### src/rtl/frame_randomizer_pkg.sv
// Shared constants, FSM encoding and the single-step LFSR helper for the
// frame randomizer datapath.
package randomizer_pkg;

    localparam int LFSR_MAX = 32;

    localparam int          RND_LFSR_W   = 15;
    localparam logic [14:0] RND_TAPS     = 15'h0003;
    localparam logic [14:0] RND_DEF_SEED = 15'h3715;
    localparam int          RND_DATA_W   = 8;
    localparam int          RND_CNT_W    = 16;

    typedef enum logic [0:0] {
        SOF  = 1'b0,
        BODY = 1'b1
    } fsm_t;

    typedef struct packed {
        logic [LFSR_MAX-1:0] next_state;
        logic                key;
    } lfsr_step_t;

    // One Fibonacci shift: state is zero-extended to LFSR_MAX, msb_mask marks
    // the real top bit where the feedback re-enters.
    function automatic lfsr_step_t lfsr_step(
        input logic [LFSR_MAX-1:0] state,
        input logic [LFSR_MAX-1:0] taps,
        input logic [LFSR_MAX-1:0] msb_mask
    );
        lfsr_step_t r;
        r.key        = ^(state & taps);
        r.next_state = (state >> 1) | (r.key ? msb_mask : {LFSR_MAX{1'b0}});
        return r;
    endfunction

endpackage

### src/rtl/frame_randomizer_if.sv
// Valid/ready stream bundle carrying one data beat plus an end-of-frame flag.
interface frame_randomizer_if #(
    parameter int DATA_W = 8
);
    logic              valid;
    logic              ready;
    logic [DATA_W-1:0] data;
    logic              last;

    modport master (
        output valid,
        output data,
        output last,
        input  ready
    );

    modport slave (
        input  valid,
        input  data,
        input  last,
        output ready
    );
endinterface

### src/rtl/frame_randomizer_keygen.sv
// Combinational DATA_W-step LFSR unroll: bit i of the keystream is the key
// produced by the i-th shift, LSB first.
module lfsr_keygen
    import randomizer_pkg::*;
#(
    parameter int                LFSR_W = RND_LFSR_W,
    parameter logic [LFSR_W-1:0] TAPS   = LFSR_W'(RND_TAPS),
    parameter int                DATA_W = RND_DATA_W
)(
    input  logic [LFSR_W-1:0] state_i,
    output logic [DATA_W-1:0] keystream_o,
    output logic [LFSR_W-1:0] next_state_o
);

    localparam logic [LFSR_MAX-1:0] TAPS_EXT = LFSR_MAX'(TAPS);
    localparam logic [LFSR_MAX-1:0] MSB_MASK =
        {{(LFSR_MAX-1){1'b0}}, 1'b1} << (LFSR_W - 1);

    logic [LFSR_MAX-1:0] cur_s;
    logic [DATA_W-1:0]   key_s;
    lfsr_step_t          step_s;

    // Chain DATA_W single steps within one cycle.
    always_comb begin
        cur_s               = {LFSR_MAX{1'b0}};
        cur_s[LFSR_W-1:0]   = state_i;
        key_s               = {DATA_W{1'b0}};
        step_s              = '0;
        for (int i = 0; i < DATA_W; i++) begin
            step_s   = lfsr_step(cur_s, TAPS_EXT, MSB_MASK);
            key_s[i] = step_s.key;
            cur_s    = step_s.next_state;
        end
    end

    assign keystream_o  = key_s;
    assign next_state_o = cur_s[LFSR_W-1:0];

endmodule

### src/rtl/frame_randomizer.sv
// Frame-aware stream randomizer: XORs each accepted beat with an LFSR
// keystream and reseeds the LFSR at every frame boundary.
module frame_randomizer
    import randomizer_pkg::*;
#(
    parameter int                LFSR_W   = RND_LFSR_W,
    parameter logic [LFSR_W-1:0] TAPS     = LFSR_W'(RND_TAPS),
    parameter int                DATA_W   = RND_DATA_W,
    parameter logic [LFSR_W-1:0] DEF_SEED = LFSR_W'(RND_DEF_SEED),
    parameter int                CNT_W    = RND_CNT_W
)(
    input  logic                Clock,
    input  logic                Reset,
    input  logic                Enable,
    input  logic                bypass,
    input  logic                seed_load,
    input  logic [LFSR_W-1:0]   seed,
    output logic                seed_err,
    frame_randomizer_if.slave   s_if,
    frame_randomizer_if.master  m_if,
    output logic [CNT_W-1:0]    frame_cnt
);

    fsm_t              fsm_q, fsm_d;
    logic [LFSR_W-1:0] state_q, state_d;
    logic [LFSR_W-1:0] seed_reg_q, seed_reg_d;
    logic              m_valid_q, m_valid_d;
    logic [DATA_W-1:0] m_data_q, m_data_d;
    logic              m_last_q, m_last_d;
    logic              seed_err_q, seed_err_d;
    logic [CNT_W-1:0]  frame_cnt_q, frame_cnt_d;

    logic              s_ready_s;
    logic              accept_s;
    logic              seed_zero_s;
    logic              seed_ok_s;
    logic [DATA_W-1:0] keystream_s;
    logic [DATA_W-1:0] key_used_s;
    logic [LFSR_W-1:0] adv_state_s;

    lfsr_keygen #(
        .LFSR_W (LFSR_W),
        .TAPS   (TAPS),
        .DATA_W (DATA_W)
    ) u_keygen (
        .state_i      (state_q),
        .keystream_o  (keystream_s),
        .next_state_o (adv_state_s)
    );

    // Handshake qualifiers; s_ready is combinational from m_ready for full rate.
    always_comb begin
        s_ready_s   = Enable && (!m_valid_q || m_if.ready);
        accept_s    = s_if.valid && s_ready_s;
        seed_zero_s = (seed == {LFSR_W{1'b0}});
        seed_ok_s   = Enable && seed_load && !seed_zero_s;
        key_used_s  = bypass ? {DATA_W{1'b0}} : keystream_s;
    end

    // FSM state register.
    always_ff @(posedge Clock) begin
        if (Reset) begin
            fsm_q <= SOF;
        end else begin
            fsm_q <= fsm_d;
        end
    end

    // FSM next-state: any accepted last beat closes the frame.
    always_comb begin
        fsm_d = fsm_q;
        case (fsm_q)
            SOF: begin
                if (accept_s && !s_if.last) begin
                    fsm_d = BODY;
                end else begin
                    fsm_d = SOF;
                end
            end
            BODY: begin
                if (accept_s && s_if.last) begin
                    fsm_d = SOF;
                end else begin
                    fsm_d = BODY;
                end
            end
            default: fsm_d = SOF;
        endcase
    end

    // FSM outputs: LFSR/seed/counter/output-register updates.
    always_comb begin
        state_d     = state_q;
        seed_reg_d  = seed_reg_q;
        m_valid_d   = m_valid_q;
        m_data_d    = m_data_q;
        m_last_d    = m_last_q;
        seed_err_d  = seed_err_q;
        frame_cnt_d = frame_cnt_q;
        if (Enable) begin
            seed_err_d = seed_load && seed_zero_s;
            if (seed_ok_s) begin
                seed_reg_d = seed;
            end else begin
                seed_reg_d = seed_reg_q;
            end
            if (accept_s) begin
                m_valid_d = 1'b1;
                m_data_d  = s_if.data ^ key_used_s;
                m_last_d  = s_if.last;
                if (s_if.last) begin
                    // A seed arriving with the closing beat wins over the pending one.
                    state_d     = seed_ok_s ? seed : seed_reg_q;
                    frame_cnt_d = frame_cnt_q + CNT_W'(1'b1);
                end else begin
                    state_d = adv_state_s;
                end
            end else begin
                if (m_if.ready) begin
                    m_valid_d = 1'b0;
                end else begin
                    m_valid_d = m_valid_q;
                end
                if ((fsm_q == SOF) && seed_ok_s) begin
                    state_d = seed;
                end else begin
                    state_d = state_q;
                end
            end
        end else begin
            state_d = state_q;
        end
    end

    // Datapath registers.
    always_ff @(posedge Clock) begin
        if (Reset) begin
            state_q     <= DEF_SEED;
            seed_reg_q  <= DEF_SEED;
            m_valid_q   <= 1'b0;
            m_data_q    <= {DATA_W{1'b0}};
            m_last_q    <= 1'b0;
            seed_err_q  <= 1'b0;
            frame_cnt_q <= {CNT_W{1'b0}};
        end else begin
            state_q     <= state_d;
            seed_reg_q  <= seed_reg_d;
            m_valid_q   <= m_valid_d;
            m_data_q    <= m_data_d;
            m_last_q    <= m_last_d;
            seed_err_q  <= seed_err_d;
            frame_cnt_q <= frame_cnt_d;
        end
    end

    assign s_if.ready = s_ready_s;
    assign m_if.valid = m_valid_q;
    assign m_if.data  = m_data_q;
    assign m_if.last  = m_last_q;
    assign seed_err   = seed_err_q;
    assign frame_cnt  = frame_cnt_q;

endmodule

### src/flat_wrapper.sv
// flat-port wrapper written by rule: the top's interface ports become plain ports
module frame_randomizer_flat import randomizer_pkg::*;
#(
    parameter int                LFSR_W   = RND_LFSR_W,
    parameter logic [LFSR_W-1:0] TAPS     = LFSR_W'(RND_TAPS),
    parameter int                DATA_W   = RND_DATA_W,
    parameter logic [LFSR_W-1:0] DEF_SEED = LFSR_W'(RND_DEF_SEED),
    parameter int                CNT_W    = RND_CNT_W
)
  (Clock, Reset, Enable, bypass, seed_load, seed, seed_err, frame_cnt, s_if_valid, s_if_data, s_if_last, s_if_ready, m_if_valid, m_if_data, m_if_last, m_if_ready);
  frame_randomizer_if #(.DATA_W(DATA_W)) s_if_i ();
  frame_randomizer_if #(.DATA_W(DATA_W)) m_if_i ();
  input  logic Clock;
  input  logic Reset;
  input  logic Enable;
  input  logic bypass;
  input  logic seed_load;
  input  logic [LFSR_W-1:0] seed;
  output logic seed_err;
  output logic [CNT_W-1:0] frame_cnt;
  input wire logic [$bits(s_if_i.valid)-1:0] s_if_valid;
  input wire logic [$bits(s_if_i.data)-1:0] s_if_data;
  input wire logic [$bits(s_if_i.last)-1:0] s_if_last;
  output wire logic [$bits(s_if_i.ready)-1:0] s_if_ready;
  output wire logic [$bits(m_if_i.valid)-1:0] m_if_valid;
  output wire logic [$bits(m_if_i.data)-1:0] m_if_data;
  output wire logic [$bits(m_if_i.last)-1:0] m_if_last;
  input wire logic [$bits(m_if_i.ready)-1:0] m_if_ready;
  assign s_if_i.valid = s_if_valid;
  assign s_if_i.data = s_if_data;
  assign s_if_i.last = s_if_last;
  assign s_if_ready = s_if_i.ready;
  assign m_if_valid = m_if_i.valid;
  assign m_if_data = m_if_i.data;
  assign m_if_last = m_if_i.last;
  assign m_if_i.ready = m_if_ready;
  frame_randomizer #(.LFSR_W(LFSR_W), .TAPS(TAPS), .DATA_W(DATA_W), .DEF_SEED(DEF_SEED), .CNT_W(CNT_W)) u_core (.Clock(Clock), .Reset(Reset), .Enable(Enable), .bypass(bypass), .seed_load(seed_load), .seed(seed), .seed_err(seed_err), .s_if(s_if_i), .m_if(m_if_i), .frame_cnt(frame_cnt));
endmodule
### config.mk
export PLATFORM = sky130hd
export DESIGN_NAME = frame_randomizer_flat
export DESIGN_NICKNAME = d
export VERILOG_FILES = /design/src/rtl/frame_randomizer_pkg.sv /design/src/rtl/frame_randomizer_if.sv /design/src/rtl/frame_randomizer_keygen.sv /design/src/rtl/frame_randomizer.sv /design/src/flat_wrapper.sv
export SDC_FILE = /design/constraint.sdc
export NUM_CORES = 1
export LEC_CHECK = 0
export CORE_ASPECT_RATIO = 2
export CORE_MARGIN = 5
export CORE_UTILIZATION = 30
export DETAILED_ROUTE_END_ITERATION = 12
export PLACE_DENSITY = 0.6
export SYNTH_ARGS = -nofsm -noshare
export SYNTH_HDL_FRONTEND = slang
export SYNTH_SLANG_ARGS = --single-unit
### constraint.sdc
create_clock -name Clock -period 2.05 [get_ports Clock]
set_input_delay 0.3075 -clock Clock [delete_from_list [all_inputs] [get_ports Clock]]
set_output_delay 0.3075 -clock Clock [all_outputs]
set_load 0.005 [all_outputs]
==> metrics.yaml, run 1 <==
run_status:
  status: "finished clean"
clock_tree:
  insertion_delay_ns: 0.32
  cts-root-buf: "clkbuf_16"
  cts.sinks: 58
  hold_buffers: 0
  cts_made_buffers: 9
  ctsLongestPathBuffers: 2
  htreeDepth: 3
  cts_tree: "done"
  path_clk_slew_ns: 0.05
critical_path:
  worst-r2r-setup-slack_ns: 0.08
  rr_worst_depth: 5
  cpPeakStageDelay_ns: 0.51
  cp_cell_sequence: "nor2b_1 > or4b_4 > or4_4 > or3_1 > a21oi_2"
  arrival_ns: 2.23
  critPathKind: "reg2reg"
  end_kind: "flip-flop"
  critPathLaunch: "u_core.m_if.valid"
  critPathMaxFanout: 8
  endpoint: "u_core.frame_cnt[9]"
  rr_endpoint: "u_core.frame_cnt[9]"
  reg2reg_from: "u_core.m_if.valid"
  required_ns: 2.31
  slowest_stage: "or4b_4"
  startpoint_type: "flip-flop"
final_layout:
  fin_cells: 545
  nets: 471
  post-route-util_pct: 45.8
  diodes: 0
  drive_gt1_share_pct: 19.0
  layout_commonest_cell: "dfxtp_1"
  fin_area_um2: 4100
  layout_common_cells: "58 x dfxtp_1, 56 x nor2_1, 54 x clkdlybuf4s50_1"
  area_growth_pct: 49.7
route:
  vias: 2855
  totalWireLength_um: 8620
  vias_per_cell: 5.24
  ant_nets: 0
  drt_iter0_markers: 146
  dr.pass1.iters: 4
  wl_per_cell_um: 15.8
  drc: 0
place:
  placed_cell_area_um2: 3780
  dp_hpwl_um: 6620
  gp_congestion: 0.867
  dp.cells: 530
  io_buffers: 58
global_routing:
  grt_usage_pct: 15.9
  grt_pass1_vias: 2888
  grt_max_degree: 31
  gr-total-overflow: 0
  grt_pass1_wl_um: 14200
  grt_antenna_before_repair: 0
flow_run:
  drv_cap: 0
synthesis:
  synthCells: 338
  synth_area_um2: 2740
  synth_edf_count: 0
  ys_warn_count: 0
  ys_types: 41
  syn_area_per_cell_um2: 8.10
  yosys_most_used_dff: "dfxtp_1"
  synth_seq_area_share_pct: 42.4
  ys_async_sr_fraction_pct: 0
  ys_ff_latch: 58
  synth_nets: 370
sta:
  rsz0062_at_grt: "true"
  final_hold_viol_count: 0
  clock_skew_ns: 0.00335
  period_share_pct: 95.9
  slew_viol_final: 0
  slew_headroom_pct: 67.1
  fin_crit_ns: 1.97
  setup_tns_ns: 0
  timing.fmax_ghz: 0.509
  tightest_slew_ns: 0.490
  setup_violations: 0
pwr:
  p_leak_uw: 0.00152
  swShare_pct: 25.0
  p_int_uw: 2310
  pwr-share-clk_pct: 44.2
  pwr-share-comb_pct: 15.8
  powerDensity_nw_per_um2: 750
  max-vdd-ir-drop_uv: 409
  seq_power_share_pct: 40.0
  p_sw_uw: 767
die:
  core_region_area_um2: 8950
  die_x_um: 77.5
  chipHeight_um: 145
  io_pins: 59
  dieArea_um2: 11300
  initial_core_util_pct: 30.6
  fp-row-count: 49
hold_path:
  hold_path.class: "in2reg"
## critical path: cells and delay by family (launching register included)
family             cells  cell delay (ns)
and+or+nand+nor        4             1.47
DFF                    1             0.30
AOI/OAI and AO/OA      1             0.14
## cell families after synthesis
| logic type | count (synthesis) | share of synthesized area [%] |
|---|---|---|
| buf+inv | 30 | 4.20 |
| xor+xnor | 25 | 8.00 |
| fa+ha+maj | 1 | 0.457 |
| simple gates | 130 | 21.5 |
| compound gates | 85 | 20.1 |
| mux | 9 | 3.29 |
| flops | 58 | 42.4 |
## per-stage QoR
step	hold slack [ns]	power, uW	setup slack (ns)
after detailed placement	0.444	1730	-0.460
after global placement	0.440	1730	-0.440
after floorplan	0.431	1470	0.00688
after CTS	0.403	3110	0.0201
final	0.410	3070	0.0846
after global routing	0.441	3210	-0.00917
## final cells by class
cell class / count / area, um^2
clock buffer: 12 / 256
clock inverter: 3 / 15.0
fill: 907 / 4850
inverter: 8 / 30.0
multi-input combinational: 250 / 1520
sequential: 58 / 1160
tap: 102 / 128
timing repair buffer: 112 / 988
## state kept, by name (all words and copies together), names as in the netlist, named ones only
| register | flops |
|---|---|
| u_core.seed_reg_q | 15 |
| u_core.frame_cnt | 16 |
| u_core.m_if.data | 8 |
| u_core.m_if.last | 1 |
| u_core.state_q | 15 |
| u_core.seed_err | 1 |
| u_core.m_if.valid | 1 |
## power groups by stage
stage | Combinational (uW) | Clock, uW | Sequential [uW]
global route | 529 | 1450 | 1240
floorplan | 231 | 0 | 1240
finish | 485 | 1360 | 1230
CTS | 481 | 1400 | 1230
detailed placement | 481 | 0 | 1250
global placement | 475 | 0 | 1250
## synth_stat cells, types with 4 or more instances
| master | count | area (um^2) |
|---|---|---|
| dfxtp_1 | 58 | 1160 |
| nor2_1 | 58 | 218 |
| a21oi_1 | 23 | 115 |
| nand2_1 | 22 | 82.6 |
| xnor2_1 | 22 | 193 |
| o21ai_0 | 19 | 95.1 |
| clkbuf_1 | 18 | 67.6 |
| nor3_1 | 13 | 65.1 |
| a211oi_1 | 10 | 75.1 |
| nand3_1 | 10 | 50.1 |
| mux2i_1 | 9 | 90.1 |
| nor4_1 | 8 | 50.1 |
| inv_1 | 7 | 26.3 |
| a31oi_1 | 6 | 37.5 |
| or3_1 | 6 | 37.5 |
| a221o_1 | 4 | 40.0 |
| o2bb2ai_1 | 4 | 35.0 |
## how the worst min path moves through the flow
stage / end / slack (ns) / startpoint / cells past startpoint
floorplan: u_core.seed_reg_q[7] / 0.43 / u_core.seed_reg_q[7] / 2
global placement: u_core.seed_reg_q[7] / 0.44 / u_core.seed_reg_q[7] / 2
detailed placement: u_core.seed_reg_q[7] / 0.44 / u_core.seed_reg_q[7] / 2
CTS: u_core.m_if.valid / 0.40 / m_if_ready / 4
global route: u_core.m_if.valid / 0.44 / s_if_valid / 4
finish: u_core.m_if.valid / 0.41 / m_if_ready / 4
## per-layer routing
layer | GRT usage, % | share of wire (%) | up-vias
met4 | 10.5 | 5.4 | 0
met3 | 3.23 | 4.1 | 29
met1 | 16.2 | 36 | 1335
met2 | 28.3 | 54 | 84
met5 | 0 | 0 | -
li1 | - | - | 1407
## what timing repair did
action,4_1_cts,5_1_grt
pin swaps,0,2
buffers inserted,0,0
resized for setup,5,11
endpoints found under the setup margin,10,21
gates cloned,0,0
Note: power is estimated with default switching activity, not from simulation.
==> run 2: changes to the inputs <==
Settings changed: CAP_MARGIN set to 20, CORE_UTILIZATION 30 to 46, PLACE_DENSITY 0.6 to 0.82.
==> metrics.yaml, run 2 (synthesis results as in run 1) <==
route:
  drt_iter0_markers: 248  # +70%
  totalWireLength_um: 8480  # -1.7%
  ant_nets: 0  # unchanged
  drc: 0  # unchanged
  wl_per_cell_um: 16.9  # +6.5%
  vias: 2912  # +2.0%
  vias_per_cell: 5.79  # +11%
  dr.pass1.iters: 4  # unchanged
clock_tree:
  path_clk_slew_ns: 0.05  # about the same
  htreeDepth: 3  # unchanged
  insertion_delay_ns: 0.33  # about the same
  cts_made_buffers: 9  # unchanged
  ctsLongestPathBuffers: 2  # unchanged
  cts_tree: "done"
  cts-root-buf: "clkbuf_16"
  hold_buffers: 0  # unchanged
  cts.sinks: 58  # unchanged
critical_path:
  slowest_stage: "or4b_4"
  startpoint_type: "flip-flop"
  cpLargestDelayFamily: "simple AND/OR/NAND/NOR gates"
  crit_buf_inv: 0  # unchanged
  critPathMaxFanout: 8  # unchanged
  arrival_ns: 2.26  # +0.03 ns
  required_ns: 2.31  # about the same
  critPathKind: "reg2reg"
  cp_cell_sequence: "nor2b_4 > or4b_4 > or4_4 > or3_1 > a21oi_1"
  end_kind: "flip-flop"
  cpPeakStageDelay_ns: 0.51  # about the same
flow_run:
  drv_cap: 0  # unchanged
die:
  core_region_area_um2: 5760  # -36%
  fp-row-count: 39  # -20%
  initial_core_util_pct: 47.5  # +17 points
  io_pins: 59  # unchanged
  die_x_um: 64.6  # -17%
  chipHeight_um: 119  # -18%
  dieArea_um2: 7690  # -32%
final_layout:
  layout_commonest_cell: "dfxtp_1"
  nets: 469  # -0.42%
  fin_cells: 503  # -7.7%
  largest_reg_flops: 16  # unchanged
  area_growth_pct: 47.5
  post-route-util_pct: 70.1  # +24 points
  diodes: 0  # unchanged
  layout_common_cells: "57 x dfxtp_1, 56 x nor2_1, 54 x clkdlybuf4s50_1"
  drive_gt1_share_pct: 17.9  # -1.1 points
sta:
  clock_skew_ns: 0.00661  # +0.00326 ns
  rsz0062_at_grt: "false"
  tightest_slew_ns: 0.455  # -0.0355 ns
  fin_crit_ns: 2.00  # +0.0335 ns
  slew_headroom_pct: 69.7  # +2.6 points
  timing.fmax_ghz: 0.500  # -1.7%
  layout_setup_ws_ns: 0.0511  # -0.0335 ns
  setup_violations: 0  # unchanged
  period_share_pct: 97.5  # +1.6 points
  slew_viol_final: 0  # unchanged
  final_hold_viol_count: 0  # unchanged
run_status:
  status: "finished clean"
place:
  dp.cells: 484  # -8.7%
  gp_congestion: 0.983  # +13%
  dp_hpwl_um: 6270  # -5.2%
  place_ws_ns: -0.453  # +0.00662 ns
  io_buffers: 58  # unchanged
hold_path:
  hold_path.class: "in2reg"
global_routing:
  grt_pass1_vias: 2829  # -2.0%
  grt_antenna_before_repair: 0  # unchanged
  grt_max_degree: 31  # unchanged
  grt_usage_pct: 22.2  # +6.3 points
  grt_pass1_wl_um: 13100  # -7.5%
  gr-total-overflow: 0  # unchanged
pwr:
  powerDensity_nw_per_um2: 772  # +2.8%
  max-vdd-ir-drop_uv: 517  # +26%
  p_leak_uw: 0.00152  # -0.33%
run 2: repair_timing:
| action | 4_1_cts | 5_1_grt |
|---|---|---|
| pin swaps | 1 | 3 |
| resized for setup | 6 | 9 |
| endpoints found under the setup margin | 5 | 18 |
| buffers inserted | 0 | 3 |
run 2: worst paths after layout:
path | start | endpoint | slack (ns) | depth (start not counted)
setup / recovery | u_core.m_if.valid | u_core.frame_cnt[13] | 0.05 | 5
setup reg to reg | u_core.m_if.valid | u_core.frame_cnt[13] | 0.05 | 5
hold / removal | s_if_valid | u_core.m_if.valid | 0.41 | 4
hold reg to reg | u_core.seed_reg_q[11] | u_core.seed_reg_q[11] | 0.46 | 2
run 2: per-stage QoR:
stage	setup TNS, ns	instance area [um^2]	hold WS (ns)	power (uW)
2_1_floorplan	0	2740	0.431	1470
3_3_place_gp	-6.32	3690	0.440	1700
3_5_place_dp	-7.37	3690	0.453	1720
4_1_cts	0	3980	0.414	3120
5_1_grt	0	4040	0.429	3220
6_report	0	4040	0.412	3120
run 2: worst min-delay path, stage by stage:
cell and delay, ns:
dlymetal6s2s_1 0.13, nand2_2 0.08, buf_4 0.12, a21oi_1 0.06
run 2: layout make-up:
cell class	count	area, um^2
Clock inverter	2	10.0
Fill cell	434	1720
Sequential cell	58	1160
Timing Repair Buffer	110	973
Clock buffer	14	274
Multi-Input combinational cell	250	1510
Inverter	8	30.0
Tap cell	61	76.3
run 2: where the power goes:
group / internal, uW / switching, uW / leakage (uW) / total [uW]
Clock: 911 / 494 / 0.000143 / 1400
Combinational: 250 / 228 / 0.000898 / 478
Sequential: 1190 / 44.9 / 0.000475 / 1230
run 2: routing by layer:
layer  vias up  track usage (%)  part of all wire (%)
li1       1407                -                     -
met1      1343             20.6                    35
met2       124             40.9                    54
met3        38             3.86                   5.1
met4         0             17.6                   5.9
met5         -                0                     0
